===== config.mk =====
export PLATFORM = sky130hd
export DESIGN_NAME = nav_position_integrator
export DESIGN_NICKNAME = d
export VERILOG_FILES = /design/src/rtl/nav_position_integrator.sv
export SDC_FILE = /design/constraint.sdc
export NUM_CORES = 1
export LEC_CHECK = 0
export ABC_AREA = 1
export CAP_MARGIN = 20
export CORE_MARGIN = 2
export CORE_UTILIZATION = 56
export CTS_BUF_LIST = sky130_fd_sc_hd__clkbuf_4 sky130_fd_sc_hd__clkbuf_8 sky130_fd_sc_hd__clkbuf_16
export CTS_CLUSTER_DIAMETER = 60
export DETAILED_ROUTE_END_ITERATION = 6
export PLACE_DENSITY_LB_ADDON = 0.08
export SYNTH_ARGS = -nofsm -noshare
export SYNTH_HDL_FRONTEND = slang
export SYNTH_SLANG_ARGS = --single-unit

===== constraint.sdc =====
create_clock -name clk -period 10.6 [get_ports clk]
set_input_delay 1.59 -clock clk [delete_from_list [all_inputs] [get_ports clk]]
set_output_delay 1.59 -clock clk [all_outputs]
set_load 0.05 [all_outputs]

===== src/rtl/nav_position_integrator.sv =====
// Per-axis signed position integrator with mode-selected step speed, selectable
// clamp/wrap overflow, and a valid/ready command port for clear, home, load and warp.
module nav_position_integrator #(
  parameter int unsigned WIDTH         = 16,
  parameter int unsigned AXES          = 3,
  parameter int unsigned ATTACK_SPEED  = 4,
  parameter int unsigned DEFENSE_SPEED = 2,
  parameter int unsigned STEALTH_SPEED = 1,
  parameter bit          SATURATE      = 1'b1,
  parameter int unsigned WARP_CHARGE   = 8,
  parameter int unsigned WARP_COOLDOWN = 4,
  localparam int unsigned AXW          = (AXES > 1) ? $clog2(AXES) : 1
) (
  input  logic                  clk,
  input  logic                  rst,
  input  logic [3:0]            mode_sel,
  input  logic                  step_en,
  input  logic [AXES-1:0]       axis_en,
  input  logic [AXES-1:0]       dir,
  input  logic                  cmd_valid,
  output logic                  cmd_ready,
  input  logic [1:0]            cmd_op,
  input  logic [AXW-1:0]        cmd_axis,
  input  logic [WIDTH-1:0]      cmd_data,
  output logic [AXES*WIDTH-1:0] pos_flat,
  output logic [AXES-1:0]       ovf_flag,
  output logic                  cmd_err,
  output logic                  warping
);

  localparam int unsigned CntMax = (WARP_CHARGE > WARP_COOLDOWN) ? WARP_CHARGE : WARP_COOLDOWN;
  localparam int unsigned CntW   = (CntMax > 1) ? $clog2(CntMax) : 1;

  typedef enum logic [1:0] {StCruise, StCharge, StJump, StCooldown} state_e;

  state_e            state_q, state_d;
  logic [CntW-1:0]   cnt_q, cnt_d;
  logic              warping_q;
  logic [WIDTH-1:0]  pos_q [AXES];
  logic [WIDTH-1:0]  pos_d [AXES];
  logic [AXES-1:0]   ovf_q, ovf_d, ovf_set;
  logic              err_q, err_d;
  logic [WIDTH-1:0]  off_q, off_d;
  logic [AXES-1:0]   mask_q, mask_d;

  logic              cmd_acc, acc_clr, acc_home, acc_warp, acc_load;
  logic              bad_mode, bad_axis;
  logic [WIDTH-1:0]  speed;

  // Bit WIDTH of the result is the overflow indication.
  function automatic logic [WIDTH:0] sat_add(input logic [WIDTH-1:0] a,
                                             input logic [WIDTH-1:0] b);
    logic [WIDTH:0]   sum;
    logic             ovf;
    logic [WIDTH-1:0] res;
    sum = {a[WIDTH-1], a} + {b[WIDTH-1], b};
    ovf = sum[WIDTH] ^ sum[WIDTH-1];
    if (ovf && SATURATE) begin
      res = sum[WIDTH] ? {1'b1, {(WIDTH-1){1'b0}}} : {1'b0, {(WIDTH-1){1'b1}}};
    end else begin
      res = sum[WIDTH-1:0];
    end
    return {ovf, res};
  endfunction

  always_comb begin
    speed    = '0;
    bad_mode = 1'b0;
    case (mode_sel)
      4'b0001: speed = '0;
      4'b0010: speed = WIDTH'(ATTACK_SPEED);
      4'b0100: speed = WIDTH'(DEFENSE_SPEED);
      4'b1000: speed = WIDTH'(STEALTH_SPEED);
      default: bad_mode = 1'b1;
    endcase
  end

  assign cmd_acc  = cmd_valid && cmd_ready;
  assign acc_clr  = cmd_acc && (cmd_op == 2'b00);
  assign acc_home = cmd_acc && (cmd_op == 2'b01);
  assign acc_warp = cmd_acc && (cmd_op == 2'b10);
  assign acc_load = cmd_acc && (cmd_op == 2'b11);
  assign bad_axis = 32'(cmd_axis) >= AXES;

  // FSM: state register
  always_ff @(posedge clk) begin
    if (rst) begin
      state_q   <= StCruise;
      cnt_q     <= '0;
      warping_q <= 1'b0;
    end else begin
      state_q   <= state_d;
      cnt_q     <= cnt_d;
      warping_q <= (state_d != StCruise);
    end
  end

  // FSM: next state; the counter loads N-1 on entry and leaves the state at 0.
  always_comb begin
    state_d = state_q;
    cnt_d   = cnt_q;
    unique case (state_q)
      StCruise: begin
        if (acc_warp) begin
          state_d = StCharge;
          cnt_d   = CntW'(WARP_CHARGE - 1);
        end
      end
      StCharge: begin
        if (cnt_q == '0) state_d = StJump;
        else             cnt_d   = cnt_q - 1'b1;
      end
      StJump: begin
        state_d = StCooldown;
        cnt_d   = CntW'(WARP_COOLDOWN - 1);
      end
      StCooldown: begin
        if (cnt_q == '0) state_d = StCruise;
        else             cnt_d   = cnt_q - 1'b1;
      end
      default: state_d = StCruise;
    endcase
  end

  // FSM: outputs
  always_comb begin
    cmd_ready = (state_q == StCruise);
    warping   = warping_q;
  end

  // Position datapath
  always_comb begin
    logic [WIDTH:0]   r;
    logic [WIDTH-1:0] delta;
    r       = '0;
    delta   = '0;
    ovf_set = '0;
    off_d   = off_q;
    mask_d  = mask_q;
    for (int i = 0; i < AXES; i++) begin
      pos_d[i] = pos_q[i];
      if (state_q == StCruise) begin
        if (step_en && axis_en[i]) begin
          delta      = dir[i] ? (WIDTH'(0) - speed) : speed;
          r          = sat_add(pos_q[i], delta);
          pos_d[i]   = r[WIDTH-1:0];
          ovf_set[i] = r[WIDTH];
        end
        if (acc_home) begin
          pos_d[i]   = '0;
          ovf_set[i] = 1'b0;
        end else if (acc_load && !bad_axis && (cmd_axis == AXW'(i))) begin
          pos_d[i]   = cmd_data;
          ovf_set[i] = 1'b0;
        end
      end else if (state_q == StJump && mask_q[i]) begin
        r          = sat_add(pos_q[i], off_q);
        pos_d[i]   = r[WIDTH-1:0];
        ovf_set[i] = r[WIDTH];
      end
    end
    if (acc_warp) begin
      off_d  = cmd_data;
      mask_d = axis_en;
    end
    // A same-cycle set beats the clear.
    ovf_d = (acc_clr ? '0 : ovf_q) | ovf_set;
    err_d = (acc_clr ? 1'b0 : err_q) | bad_mode | (acc_load && bad_axis);
  end

  always_ff @(posedge clk) begin
    if (rst) begin
      for (int i = 0; i < AXES; i++) pos_q[i] <= '0;
      ovf_q  <= '0;
      err_q  <= 1'b0;
      off_q  <= '0;
      mask_q <= '0;
    end else begin
      for (int i = 0; i < AXES; i++) pos_q[i] <= pos_d[i];
      ovf_q  <= ovf_d;
      err_q  <= err_d;
      off_q  <= off_d;
      mask_q <= mask_d;
    end
  end

  always_comb begin
    for (int i = 0; i < AXES; i++) pos_flat[i*WIDTH +: WIDTH] = pos_q[i];
  end

  assign ovf_flag = ovf_q;
  assign cmd_err  = err_q;

endmodule


==> run summary <==
Die ar.: 18,500 µm²
Pwr Density: 241 nW/µm²
Syn nets: 1,857
Peak supply drop: 0.000173 V
Worst Path Class, Setup: in2reg
Post-Route WL: 32.6 mm
Gate power share: 0.685
Status: complete, no violations
CTS Sinks: 77
Net switching fraction of the power: 0.569
Hold Slack: 0.458 ns
Num CTS Buffers: 9
Average wire per standard cell: 16.2 µm
N_diodes: 0
Global route overflow: 0
Worst Hold Class: reg2reg
Buffers on Ports: 87
Yosys cell types: 47
Die Wd: 136 µm
Worst skew pair latency: 0.36 ns
Worst setup SP type: input port
Slew Limit Fails: 0
Share of post-route cells with drive strength above 1: 0.0274
DR pass1 iterations: 7
CTS root buf: clkbuf_16
Cell count after synthesis: 1,717
Max Freq: 173 MHz
Post-synth top area cell: nand2_1
Main synth FF type: dfxtp_1
Mapped cell area: 9780 µm²
Largest cells by area after synthesis: nand2_1 (23%), dfxtp_1 (16%), ha_1 (13%), inv_1 (8.6%), nand3_1 (8.1%)
Final hold vios: 0
Largest net degree at the start of global routing: 47
Std-Cell Core Area: 17,200 µm²
Count leader, synth: nand2_1
Vias per cell: 5.39
Total negative slack: 0 ns
Worst Tran Pin Value: 0.911 ns
Sequential fraction of the synthesis area: 0.158
Post-synth top area share: 0.229
Post-CTS sizing: 0
Worst Skew: 0.00670 ns
Post-synth EDFFs: 0
Clk slew on worst S/H paths: 0.06 ns
Post-DP HPWL: 25.7 mm
Crit end category: flop
# setup viols final: 0
Max-slew headroom: 0.392
Crit-path max FO: 8
Final Util: 0.644
Final Net Count: 1,924
Routed Antenna Nets: 0
WP data required: 10.85 ns
Max Cap Viol: 0
Mapped Avg Cell Area: 5.69 µm²
Number of antenna violations at the first check in global routing: 0
Synth warnings: 0
GRT Resource Usage Total: 0.354
Synth-to-Final Area Change: 13.1%
Initial Util: 0.569
P_int: 1.15 mW
Fraction of registers with async set or reset after synthesis: 0
Arrival @ worst endpoint: 6.02 ns
Post-synth top cells: nand2_1 (597), inv_1 (225), nor2_1 (182)
CTS tree: done
Switching power: 1.52 mW
Seq pwr share: 0.201
Final period util: 0.544
First-pass GRT wire length: 50.3 mm
H-Tree Depth: 3
Iter 0 DRT Violations: 848
Via count: 10,900
Placer Congestion: 0.963
Clock Path Buffers: 2
Hold_buf cts: 0
Number of global-route vias before repair: 9,806
Clock share of power: 0.114
RSZ-0062 raised after global routing: false
Die Y: 136 µm
Final-layout fill cell count: 1,707
# IOs: 88
Rows: 48
#FFs+latches synth: 77
Leak: 6.30 nW
Total power: 2.67 mW
Post-CTS setup buffer count: 0
DRC: 0
Min cycle time layout: 5.77 ns
power groups by stage:
stage	Clock [mW]	Combinational (mW)	Sequential, mW
final	0.303	1.83	0.536
after global routing	0.312	2.01	0.540
after CTS	0.303	1.80	0.528
after detailed placement	0	1.79	0.533
after global placement	0	1.78	0.535
after floorplan	0	1.09	0.735
metal layers:
layer  track usage  part of all wire  vias up
met2         0.586              0.45      403
met1         0.448              0.42     4768
met5             0                 0        -
met4         0.164             0.046        0
li1              -                 -     5603
met3        0.0615             0.085       91
path summary, 6_finish.rpt:
check	from	to	slack, ns	depth (start not counted)
worst min register to register	mask_q[1]	mask_q[1]	0.46	2
worst min-delay path	mask_q[1]	mask_q[1]	0.46	2
worst max register to register	state_q[0]	pos_q[0][32]	6.92	12
worst max-delay path	mode_sel[3]	pos_q[0][36]	4.83	22
worst max-delay path, cell delays in order:
cell and delay [ns]:
clkdlybuf4s50_1 0.51, inv_1 0.07, nor4_1 0.61, inv_1 0.14, ha_1 0.24, ha_1 0.23, nor2_1 0.61, ha_1 0.42
nand2_1 0.14, nand2_1 0.06, nand2_1 0.05, nand2_1 0.06, a21oi_1 0.26, nand2_1 0.12, nand2_1 0.08, nand2_1 0.07
nand2_1 0.21, nand2_1 0.20, nor2_1 0.16, nor2_1 0.06, nor2_1 0.10, nor2_1 0.04
sequential cells by signal, summed over array words and instances (netlist names):
name	flops
cmd_err	1
cnt_q	3
mask_q	3
off_q	16
ovf_flag	3
pos_q	48
state_q	2
warping	1
final cells by class:
| cell class | count | area, µm² | share of cell area |
|---|---|---|---|
| multi-input cells | 1375 | 7190 | 0.650 |
| flip-flops and latches | 77 | 1540 | 0.139 |
| repair buffers | 90 | 893 | 0.0808 |
| inverters | 231 | 870 | 0.0786 |
| well taps | 225 | 282 | 0.0255 |
| clock buffers | 9 | 225 | 0.0204 |
| clock inverters | 7 | 57.6 | 0.00520 |
metrics by stage:
stage / worst slack, ns / instance area, µm² / cells
2_1_floorplan: 6.02 / 9780 / 1717
3_3_place_gp: 4.70 / 10800 / 1998
3_5_place_dp: 4.49 / 10800 / 1998
4_1_cts: 4.85 / 11100 / 2014
5_1_grt: 4.30 / 11100 / 2014
6_report: 4.83 / 11100 / 2014
logic make-up (layout without fill, tap and decap cells):
group,Yosys count,count (layout),synth area share
AOI/OAI and AO/OA,208,208,0.116
adders and majority gates,106,106,0.140
xor gates and xnor gates,62,62,0.0555
buffers and inverters,265,337,0.107
and+or+nand+nor,999,999,0.423
DFF,77,77,0.158
layout by cell type, fill, tap and decap left out, types with 4 or more instances in the layout:
cell type	Yosys	final
nand2_1	597	597
inv_1	225	225
nor2_1	182	182
nand3_1	158	158
a21oi_1	115	115
ha_1	100	100
clkdlybuf4s50_1	0	87
dfxtp_1	77	77
o21ai_0	62	62
xnor2_1	35	35
xor2_1	27	27
nor3_1	15	15
nand3b_1	10	10
and2_1	9	9
clkbuf_16	0	9
nand2_2	6	6
fa_1	6	6
nand4_1	5	5
inv_2	5	5
a31oi_1	5	5
o211ai_1	5	5
o21bai_1	5	5
a21o_1	4	4
Power figures use the tool's default switching activity.
